[config.mk]
export PLATFORM = sky130hd
export DESIGN_NAME = rtm_shift_timer
export DESIGN_NICKNAME = d
export VERILOG_FILES = /design/src/rtl/rtm_pkg.sv /design/src/rtl/rtm_shift_timer.sv
export SDC_FILE = /design/constraint.sdc
export NUM_CORES = 1
export LEC_CHECK = 0
export ABC_AREA = 1
export CORE_MARGIN = 1.5
export CORE_UTILIZATION = 42
export DETAILED_ROUTE_END_ITERATION = 10
export PLACE_DENSITY = 0.79
export SLEW_MARGIN = 20
export SYNTH_ARGS = -nofsm -noshare
export SYNTH_HDL_FRONTEND = slang
export SYNTH_SLANG_ARGS = --single-unit
[constraint.sdc]
create_clock -name clk_i -period 1.1 [get_ports clk_i]
set_input_delay 0.11 -clock clk_i [delete_from_list [all_inputs] [get_ports clk_i]]
set_output_delay 0.11 -clock clk_i [all_outputs]
set_load 0.02 [all_outputs]
[src/rtl/rtm_pkg.sv]
// Shared types and sizing helpers for the racetrack-memory timing model.
package rtm_pkg;

    typedef enum logic [1:0] {
        ST_IDLE   = 2'd0,
        ST_SHIFT  = 2'd1,
        ST_ACCESS = 2'd2,
        ST_DONE   = 2'd3
    } rtm_state_e;

    localparam int DATA_W = 32;
    localparam int WE_W   = 4;

    function automatic int dom_w(input int domains);
        return $clog2(domains);
    endfunction

    // One spare bit so dist*SHIFT_CYCLES at the maximum distance never overflows.
    function automatic int sh_cnt_w(input int domains, input int shift_cycles);
        return $clog2(domains) + $clog2(shift_cycles) + 1;
    endfunction

    function automatic int req_w(input int addr_width);
        return WE_W + (addr_width - 2) + DATA_W;
    endfunction

    function automatic logic [31:0] sat_add32(input logic [31:0] a, input logic [31:0] b);
        logic [32:0] sum;
        sum = {1'b0, a} + {1'b0, b};
        return sum[32] ? 32'hFFFF_FFFF : sum[31:0];
    endfunction

endpackage

[src/rtl/rtm_shift_timer.sv]
// Head-to-target distance and shift-phase down counter for the RTM model.
module rtm_shift_timer
    import rtm_pkg::*;
#(
    parameter int  DOMAINS      = 16,
    parameter int  SHIFT_CYCLES = 1,
    localparam int DOM_W        = dom_w(DOMAINS),
    localparam int SH_CNT_W     = sh_cnt_w(DOMAINS, SHIFT_CYCLES)
) (
    input  logic             clk_i,
    input  logic             rst_n_i,
    input  logic [DOM_W-1:0] head_i,
    input  logic [DOM_W-1:0] target_i,
    input  logic             load_i,
    input  logic             dec_i,
    output logic [DOM_W-1:0] dist_o,
    output logic             last_o
);

    logic [SH_CNT_W-1:0] sh_cnt_q;
    logic [SH_CNT_W-1:0] sh_cnt_d;
    logic [DOM_W-1:0]    dist_s;

    // Linear distance: the head travels along the track and never wraps.
    always_comb begin
        if (target_i >= head_i) begin
            dist_s = target_i - head_i;
        end else begin
            dist_s = head_i - target_i;
        end
    end

    // Load the shift budget on a new request, count it down while shifting.
    always_comb begin
        sh_cnt_d = sh_cnt_q;
        if (load_i) begin
            sh_cnt_d = SH_CNT_W'(dist_s) * SH_CNT_W'(SHIFT_CYCLES);
        end else if (dec_i) begin
            sh_cnt_d = sh_cnt_q - {{(SH_CNT_W-1){1'b0}}, 1'b1};
        end else begin
            sh_cnt_d = sh_cnt_q;
        end
    end

    // Shift counter register.
    always_ff @(posedge clk_i or negedge rst_n_i) begin
        if (!rst_n_i) begin
            sh_cnt_q <= {SH_CNT_W{1'b0}};
        end else begin
            sh_cnt_q <= sh_cnt_d;
        end
    end

    assign dist_o = dist_s;
    assign last_o = (sh_cnt_q == {{(SH_CNT_W-1){1'b0}}, 1'b1});

endmodule

==> key figures, run 1 <==
Worst setup path
  • Crit path depth: 10
  • Worst r2r path cells: 6
  • Setup Crit Path Kind: in -> out
  • Worst Setup End Kind: output port
  • Slowest stage delay, CP: around 370 ps
  • Critical path's slowest cell: fa_2
  • Delay-heaviest family, CP: adder cells
  • Critical path arrival: 1350 ps
  • Cell Chain, Critical Path: buf_8 > inv_8 > ha_4 > fa_2 > nand2_2 > nand2_2 > nand2_4 > buf_6 > o21ai_4 > buf_6
  • Worst path bufs/invs: 4
  • Reg2Reg Setup Slack: -290 ps
  • R2R Path End: sh_cnt_q[1]
  • Worst r2r src: sh_cnt_q[0]
  • Largest fanout on the critical path: 5
  • Crit start category: input pin
  • WP data required: about 990 ps

Synthesis
  • Post-Syn Nets: approximately 110
  • Post-synthesis sequential area ratio: 19.5%
  • Post-Synth Simple-Gate Area: between 20 and 30%
  • Library cells used by synthesis: 19
  • Mux cell area share after synthesis: 0%
  • Compound-Gate Fraction of Synth Area: 11.1%
  • Cell Area, Synth: 643 µm²
  • Syn Area/Cell: a little over 7 µm²
  • Seq cells post-synth: 5
  • Synthesis warning total: 0
  • Synth Instances: 90
  • Synthesized-area fraction occupied by adder cells: between 20% and 30%
  • Post-Synth XOR/XNOR Area: between 4 and 5%
  • Main combinational cell family by area after synthesis: simple AND/OR/NAND/NOR gates

Power
  • Static leakage power: 0.640 nW
  • Power Dens Cells: 1080 nW/µm²
  • P_sw: between 0.0005 and 0.0006 W
  • Comb pwr share: approximately 68%
  • Sw Share: 41.3%
  • Sequential share of power: between 15 and 20%
  • Final total power: 0.00141 W
  • Internal power: roughly 0.00083 W
  • Clk pwr share: around 15%
  • Worst vdd ir: slightly below 0.6 mV

Die
  • Total die area: roughly 1800 µm²
  • Initial Util: a little under half
  • Chip height: about 42 µm
  • Core Rows: 13
  • Die width: 42.1 µm
  • Ports: 17
  • Core area: ~1400 µm²

Final layout
  • Area growth syn-to-layout: 103%
  • Commonest non-fill, non-tap cell in the layout: buf_4
  • Core Util, Final: between 90% and 100%
  • Top reg by flops: sh_cnt_q
  • Regs by FF count: sh_cnt_q (5)
  • Most frequent cells in the layout: 21 x buf_4, 14 x buf_6, 11 x nand2_2, 9 x inv_1, 8 x inv_2
  • Fraction of layout cells with a size suffix above 1: 68.1%
  • Max FFs per register: 5
  • Nets: 162
  • N_diodes: 0
  • Finished Layout Cells: around 150

Clocking
  • Root Driver: clkbuf_4
  • H-Tree Depth: 1
  • Longest Clk Path Bufs: 2
  • Sink Count: 5
  • Skew-Pair Late Insertion Delay: between 200 and 250 ps
  • Hold-fix buffers, CTS: 0
  • Number of buffers created by CTS: 3
  • TritonCTS clock tree: done
  • Clock slew at reported path FFs: about 50 ps

Placed design
  • Hpwl dp: between 1000 and 1500 µm
  • Post-Place Setup Slack: -1280 ps
  • IO buf count: 16
  • Placer Congestion: between 0.7 and 0.8
  • Placed insts: roughly 140

Timing
  • Rel. slew slack: 75.2%
  • Worst Clk Skew: between 0.15 and 0.2 ps
  • WHS: 94.0 ps
  • Fin crit period: 1460 ps
  • Worst Max-Slew Pin Slew: 369 ps
  • # setup viols final: 8
  • Final worst slack: -356 ps
  • Final Hold Fails: 0
  • Final period util: 132%
  • Max Slew Vio Count: 0
  • RSZ-0062 raised after global routing: true
  • Fmax: 0.687 GHz

Outcome
  • Status: complete, but fails checks
  • Failing checks: negative setup slack

Routing
  • Antenna-violating nets left: 0
  • Post-Route WL: between 2000 and 3000 µm
  • WL/cell: roughly 17 µm
  • DRC: 0
  • Routed vias/inst: between 5 and 6
  • Via count: just over 800
  • Initial DRC Count: 33
  • First drt pass iteration count: 4

Global route
  • Initial antenna violation count: 0
  • Vias in the first global route: around 790
  • Gr usage total: a little over a quarter
  • Largest net degree at the start of global routing: 6
  • First-pass GRT wire length: 3550 µm
  • Gr ovfl total: 0

Min path
  • Hold crit path type: in -> async

Job
  • Max Cap Violations: 0
==> per-layer routing <==
metal	routed length, µm	share of wire, %	GRT usage [%]
met1	942	36	30.0
met2	1420	53	50.0
met3	137	5.2	3.45
met4	154	5.8	11.9
met5	0	0	0
==> timing repair <==
action                     CTS  global route
setup buffers                1             5
resized for setup           84            24
hold endpoints to repair     0             0
pin swaps                   18            14
setup endpoints to repair   10            10
==> power by group through the flow <==
stage / clock, W / sequential [W] / combinational [W]
4_1_cts: 0.000214 / 0.000235 / 0.000789
5_1_grt: 0.000228 / 0.000243 / 0.00101
6_report: 0.000217 / 0.000240 / 0.000952
2_1_floorplan: 0 / 0.000240 / 0.000355
3_3_place_gp: 0 / 0.000235 / 0.000648
3_5_place_dp: 0 / 0.000236 / 0.000670
==> area by class of cell <==
cell class,instances,area (µm²)
multi-input combinational,64,634
timing repair buffer,45,410
sequential,5,125
inverter,20,87.6
fill,34,63.8
clock buffer,4,26.3
tap,15,18.8
==> cell families (layout without fill, tap and decap cells) <==
| group | count (synthesis) | in the layout |
|---|---|---|
| AND/OR/NAND/NOR | 38 | 38 |
| buffers and inverters | 21 | 69 |
| AO/OA/AOI/OAI | 12 | 12 |
| adder cells (fa/ha/maj) | 11 | 11 |
| flip-flops | 5 | 5 |
| XOR/XNOR | 3 | 3 |
==> worst max-delay path by stage <==
stage | startpoint | to | slack (ps)
floorplan | target_i[0] | sh_cnt_q[3] | -140
global placement | target_i[0] | dist_o[3] | -1240
detailed placement | target_i[0] | dist_o[3] | -1280
CTS | target_i[0] | dist_o[2] | -340
global route | head_i[2] | dist_o[2] | -410
finish | target_i[0] | dist_o[1] | -360
==> synthesized netlist by cell type <==
cell / count / area (µm²)
inv_2: 1 / 3.75
o21ai_0: 4 / 20.0
a21oi_2: 1 / 8.76
nor2_1: 6 / 22.5
nand3_2: 1 / 10.0
nand3_1: 6 / 30.0
ha_1: 9 / 113
nand2_4: 1 / 11.3
inv_1: 19 / 71.3
nand2_1: 17 / 63.8
o21ai_2: 2 / 17.5
dfrtp_1: 5 / 125
a21oi_1: 5 / 25.0
buf_6: 1 / 11.3
xnor2_1: 2 / 17.5
nor2_2: 2 / 12.5
nand2_2: 5 / 31.3
xor2_1: 1 / 8.76
fa_1: 2 / 40.0
==> per-stage QoR <==
stage | instance area (µm²) | setup TNS (ps)
detailed placement | 1050 | -7840
floorplan | 701 | -554
global route | 1300 | -2330
CTS | 1210 | -1500
finish | 1300 | -1960
global placement | 1050 | -7520
No activity file was read; power rests on OpenSTA's default activity.
==> inputs of run 2 (changes only) <==
- PLACE_DENSITY: 0.79 -> 0.73
==> run 2 against run 1 <==
  * The flow still finishes with violations (negative setup slack)
  * Die area stayed put
  * Worst hold slack is essentially flat
  * Sequential share of layout area up 0.40 points
  * Via count shrank 3.7%
  * Clock skew increased by 5.2 ps
==> key figures, run 2 (same netlist as run 1, synthesis figures left out) <==
Outcome
  • Status: complete, but fails checks
  • Failing checks: negative setup slack

Global route
  • Largest net degree at the start of global routing: 6 (unchanged)
  • Initial antenna violation count: 0 (unchanged)
  • Gr ovfl total: 0 (unchanged)
  • First-pass GRT wire length: 3340 µm (-6.0%)
  • Gr usage total: 24.7% (-2.1 points)
  • Vias in the first global route: 880 (+12%)

Routing
  • DRC: 0 (unchanged)
  • Post-Route WL: 2330 µm (-12%)
  • Antenna-violating nets left: 0 (unchanged)
  • First drt pass iteration count: 4 (unchanged)
  • Via count: 786 (-3.7%)
  • Routed vias/inst: 5.21 (-2.4%)
  • WL/cell: 15.4 µm (-11%)
  • Initial DRC Count: 10 (-70%)

Worst setup path
  • Worst setup path start: target_i[0]
  • WP data required: 990 ps (about the same)
  • Critical path arrival: 1380 ps (+30 ps)
  • Worst Setup End Kind: output port
  • Crit start category: input pin
  • Largest fanout on the critical path: 5 (unchanged)
  • Reg2Reg Setup Slack: -80 ps (+210 ps)
  • Worst r2r path cells: 7 (+1)
  • R2R Path End: sh_cnt_q[2]
  • Worst Setup EP: dist_o[2]
  • Worst r2r src: sh_cnt_q[1]
  • Setup Crit Path Kind: in -> out

Power
  • Worst vdd ir: 0.696 mV (+18%)
  • Sequential share of power: 18.1% (+1.0 points)
  • Clk pwr share: 17.3% (+1.9 points)
  • Comb pwr share: 64.5% (-3.1 points)
  • P_sw: 0.000560 W (-3.7%)
  • Internal power: 0.000792 W (-4.3%)
  • Power Dens Cells: 1080 nW/µm² (about the same)
  • Sw Share: 41.4% (+0.17 points)
  • Static leakage power: 0.621 nW (-2.9%)

Timing
  • Final worst slack: -386 ps (-30.0 ps)
  • Rel. slew slack: 81.6% (+6.5 points)
  • Worst Max-Slew Pin Slew: 275 ps (-94.3 ps)
  • Final Hold Fails: 0 (unchanged)
  • Final period util: 135% (+2.7 points)
  • Max Slew Vio Count: 0 (unchanged)
  • RSZ-0062 raised after global routing: true
  • # setup viols final: 7 (-1)
  • Fin crit period: 1490 ps (+30.0 ps)
  • Fmax: 0.673 GHz (-2.0%)
  • Worst Clk Skew: 5.32 ps (+5.15 ps)

Clocking
  • Clock slew at reported path FFs: 50 ps (about the same)
  • Number of buffers created by CTS: 3 (unchanged)
  • TritonCTS clock tree: done
  • H-Tree Depth: 1 (unchanged)
  • Sink Count: 5 (unchanged)
  • Hold-fix buffers, CTS: 0 (unchanged)
  • Longest Clk Path Bufs: 2 (unchanged)
  • Root Driver: clkbuf_4
  • Skew-Pair Late Insertion Delay: 250 ps (about the same)

Final layout
  • Fillers: 56 (+65%)
  • Regs by FF count: sh_cnt_q (5)
  • Final instance area: 1250 µm² (-4.0%)
  • Reg area: 125 µm² (unchanged)
  • Max FFs per register: 5 (unchanged)
  • Top reg by flops: sh_cnt_q
  • Commonest non-fill, non-tap cell in the layout: buf_4
  • Finished Layout Cells: 151 (-1.3%)
  • Area of the multi-input gates: 616 µm² (-3.0%)
  • Fraction of layout cells with a size suffix above 1: 66.2% (-1.9 points)
  • Area growth syn-to-layout: 94.4%
  • Most frequent cells in the layout: 22 x buf_4, 12 x nand2_2, 11 x buf_6, 10 x inv_1
  • Nets: 160 (-1.2%)
  • N_diodes: 0 (unchanged)

Min path
  • Hold crit path type: in -> async

Placed design
  • Placer Congestion: 0.833 (+7.3%)
  • Placed insts: 142 (-1.4%)
  • Hpwl dp: 1320 µm (+0.30%)
  • Placed inst area: 1030 µm² (-1.4%)
  • IO buf count: 16 (unchanged)
  • Post-Place Setup Slack: -1300 ps (-13.9 ps)

Die
  • Ports: 17 (unchanged)
  • Initial Util: 47.1% (unchanged)
  • Core Rows: 13 (unchanged)
  • Chip height: 42.1 µm (unchanged)
  • Total die area: 1770 µm² (unchanged)
  • Die width: 42.1 µm (unchanged)
  • Core area: 1370 µm² (unchanged)

Job
  • Max Cap Violations: 0 (unchanged)
[run 2: cell count changes in the layout (fill, tap and decap cells not counted), moves of 2 or more]
cell / delta
buf_6: -3
nand2_4: -2
nand3_1: -2
nand3_2: +2
[run 2: per-stage QoR]
stage | TNS (ps) | hold WS, ps | util, % | power [W]
2_1_floorplan | -554 | -186 | - | 0.000595
3_3_place_gp | -7450 | 347 | 75.6 | 0.000868
3_5_place_dp | -7910 | 352 | 75.6 | 0.000888
4_1_cts | -1510 | 98.4 | 86.2 | 0.00122
5_1_grt | -2220 | 94.3 | 91.5 | 0.00143
6_report | -1890 | 93.8 | 91.5 | 0.00135
[run 2: worst min path at each step]
stage          slack, ps          end  depth (start not counted)    start
6_report              90  sh_cnt_q[0]                          1  rst_n_i
5_1_grt               90  sh_cnt_q[2]                          1  rst_n_i
4_1_cts              100  sh_cnt_q[3]                          1  rst_n_i
3_5_place_dp         350  sh_cnt_q[0]                          1  rst_n_i
3_3_place_gp         350  sh_cnt_q[1]                          1  rst_n_i
2_1_floorplan       -190  sh_cnt_q[0]                          0  rst_n_i
[run 2: metal layers]
metal / global-route usage [%] / wire length [µm] / vias to the layer above
met2: 52.2 / 1320 / 26
met5: 0 / 0 / -
met4: 16.9 / 129 / 0
met1: 20.5 / 811 / 379
met3: 2.16 / 63 / 14
li1: - / - / 367
[run 2: power by group through the flow]
| stage | Clock [W] | Combinational (W) | Sequential (W) |
|---|---|---|---|
| CTS | 0.000214 | 0.000765 | 0.000238 |
| global route | 0.000253 | 0.000929 | 0.000246 |
| detailed placement | 0 | 0.000650 | 0.000238 |
| finish | 0.000235 | 0.000872 | 0.000245 |
| floorplan | 0 | 0.000355 | 0.000240 |
| global placement | 0 | 0.000632 | 0.000235 |
[run 2: timing repair]
action | 4_1_cts | 5_1_grt
setup buffers | 2 | 3
gates resized for setup | 83 | 18
pin swaps | 16 | 13
endpoints found under the setup margin | 10 | 10
[run 2: critical path: stages]
cell	delay (ps)
buf_8	90
inv_8	30
ha_4	150
fa_2	370
nand2_2	110
nand2_2	80
nand2_4	130
buf_6	120
o21ai_4	60
buf_6	130
[run 2: final cells by class]
class | instances | share of cell area (%)
clock buffers | 4 | 2.10
repair buffers | 43 | 30.3
multi-input cells | 64 | 49.2
inverters | 20 | 6.81
flip-flops and latches | 5 | 10.0
well taps | 15 | 1.50
==> inputs of run 3 (changes only) <==
- CORE_ASPECT_RATIO: not set -> 1.1
- CTS_CLUSTER_SIZE: not set -> 30
- GPL_ROUTABILITY_DRIVEN: not set -> 0
==> run 3 against run 2 <==
  * The run still ends with negative setup slack left
  * Sequential share of layout area grew 0.091 points
  * Non-clock buffer count shrank 3
  * Highest routed layer unchanged
  * Die area is essentially flat
  * Largest power group unchanged
  * Register-to-register slack is essentially flat
  * Via count shrank 6.1%
  * Global-route usage shrank 0.44 points
  * Worst hold slack gained 1.8 ps
  * Power shrank 2.1%
==> key figures, run 3 (same netlist as run 1, synthesis figures left out) <==
Worst setup path
  • Slowest stage delay, CP: 420 ps (+50 ps)
  • Worst r2r path cells: 7 (unchanged)
  • Worst r2r src: sh_cnt_q[0]
  • Worst Setup EP: dist_o[3]
  • R2R Path End: sh_cnt_q[2]
  • Critical path arrival: 1370 ps (about the same)
  • Delay-heaviest family, CP: adder cells
  • Crit path depth: 10 (unchanged)
  • Worst path bufs/invs: 3 (-1)
  • Worst Setup End Kind: output port
  • Critical path's slowest cell: fa_2
  • Setup Crit Path Kind: in -> out
  • Worst setup path start: target_i[0]
  • WP data required: 990 ps (about the same)
  • Cell Chain, Critical Path: buf_8 > inv_8 > ha_4 > fa_2 > nand2_2 > nand2_2 > nand2_4 > nand3_4 > nand2_4 > buf_6
  • Reg2Reg Setup Slack: -70 ps (about the same)
  • Crit start category: input pin
  • Largest fanout on the critical path: 5 (unchanged)

Clocking
  • Longest Clk Path Bufs: 2 (unchanged)
  • Skew-Pair Late Insertion Delay: 240 ps (about the same)
  • Clock slew at reported path FFs: 40 ps (about the same)
  • Root Driver: clkbuf_4
  • Sink Count: 5 (unchanged)
  • TritonCTS clock tree: done
  • Number of buffers created by CTS: 3 (unchanged)
  • H-Tree Depth: 1 (unchanged)
  • Hold-fix buffers, CTS: 0 (unchanged)

Routing
  • Routed vias/inst: 4.95 (-4.8%)
  • Post-Route WL: 1840 µm (-21%)
  • Initial DRC Count: 10 (unchanged)
  • WL/cell: 12.3 µm (-20%)
  • DRC: 0 (unchanged)
  • Antenna-violating nets left: 0 (unchanged)
  • First drt pass iteration count: 4 (unchanged)
  • Via count: 738 (-6.1%)

Timing
  • Fin crit period: 1480 ps (-2.62 ps)
  • WHS: 95.6 ps (+1.85 ps)
  • Final worst slack: -384 ps (+2.62 ps)
  • RSZ-0062 raised after global routing: true
  • Fmax: 0.674 GHz (+0.18%)
  • Final Hold Fails: 0 (unchanged)
  • # setup viols final: 8 (+1)
  • Worst Clk Skew: 2.95 ps (-2.37 ps)
  • Max Slew Vio Count: 0 (unchanged)
  • Final period util: 135% (-0.24 points)
  • Rel. slew slack: 83.3% (+1.6 points)
  • Worst Max-Slew Pin Slew: 250 ps (-24.2 ps)

Final layout
  • Max FFs per register: 5 (unchanged)
  • Commonest non-fill, non-tap cell in the layout: buf_4
  • Reg area: 125 µm² (unchanged)
  • Most frequent cells in the layout: 20 x buf_4, 12 x nand2_1, 10 x inv_1, 9 x buf_6, 8 x inv_2
  • Regs by FF count: sh_cnt_q (5)
  • N_diodes: 0 (unchanged)
  • Top reg by flops: sh_cnt_q
  • Fillers: 75 (+34%)
  • Nets: 157 (-1.9%)
  • Fraction of layout cells with a size suffix above 1: 61.7% (-4.5 points)
  • Area of the multi-input gates: 636 µm² (+3.3%)
  • Area growth syn-to-layout: 92.6%

Global route
  • Gr ovfl total: 0 (unchanged)
  • Vias in the first global route: 759 (-14%)
  • First-pass GRT wire length: 3000 µm (-10%)
  • Largest net degree at the start of global routing: 8 (+2)
  • Gr usage total: 24.3% (-0.44 points)
  • Initial antenna violation count: 0 (unchanged)

Placed design
  • IO buf count: 16 (unchanged)
  • Hpwl dp: 1300 µm (-1.5%)

Die
  • Die width: 40.3 µm (-4.3%)
  • Core area: 1400 µm² (+2.6%)
  • Total die area: 1780 µm² (about the same)
  • Chip height: 44.0 µm (+4.5%)
  • Core Rows: 14 (+1)
  • Ports: 17 (unchanged)
  • Initial Util: 45.9% (-1.2 points)

Outcome
  • Status: complete, but fails checks
  • Failing checks: negative setup slack

Power
  • Final total power: 0.00132 W (-2.1%)
  • Power Dens Cells: 1070 nW/µm² (-1.2%)
  • Worst vdd ir: 0.608 mV (-13%)
  • Static leakage power: 0.621 nW (about the same)

Job
  • Max Cap Violations: 0 (unchanged)

Min path
  • Hold crit path type: in -> async
==> run 3: changes by cell type in the layout (fill, tap and decap cells not counted), sizes merged <==
cell	delta
buf	-4
dlygate4sd2	+3
clkdlybuf4s15	-2
==> run 3: cell type report <==
cell class | count | area share (%)
Tap cell | 16 | 1.62
Multi-Input combinational cell | 64 | 51.3
Inverter | 20 | 6.87
Sequential cell | 5 | 10.1
Clock buffer | 4 | 2.12
Timing Repair Buffer | 40 | 28.0
==> run 3: worst min-delay path by stage <==
stage,startpoint,end,slack (ps),cells past startpoint
CTS,rst_n_i,sh_cnt_q[2],100,1
global route,rst_n_i,sh_cnt_q[2],100,1
floorplan,rst_n_i,sh_cnt_q[0],-190,0
finish,rst_n_i,sh_cnt_q[2],100,1
detailed placement,rst_n_i,sh_cnt_q[0],360,1
global placement,rst_n_i,sh_cnt_q[0],350,1
==> run 3: timing repair <==
item | in CTS | in global routing
cloned | 0 | 0
setup buffers | 1 | 1
gates resized for setup | 75 | 21
endpoints found under the setup margin | 10 | 10
endpoints found under the hold margin | 0 | 0
pin swaps | 13 | 6
==> run 3: per-layer routing <==
metal	wire length [µm]	global-route usage (%)
met1	620	25.7
met2	1120	44.8
met3	36	0.503
met4	58	14.7
met5	0	0
==> run 3: power by group <==
group / internal (W) / switching, W
combinational: 0.000441 / 0.000422
sequential: 0.000218 / 0.0000285
clock: 0.000137 / 0.0000768
total: 0.000796 / 0.000527
==> run 3: through the flow <==
step / setup TNS, ps / area [µm²] / setup slack (ps) / util, % / cells
floorplan: -554 / 701 / -137 / - / 90
finish: -1760 / 1240 / -384 / 88.4 / 149
global route: -2110 / 1240 / -425 / 88.4 / 149
CTS: -1650 / 1180 / -372 / 84.4 / 148
global placement: -7570 / 1030 / -1280 / 73.8 / 143
detailed placement: -7960 / 1030 / -1310 / 73.8 / 143
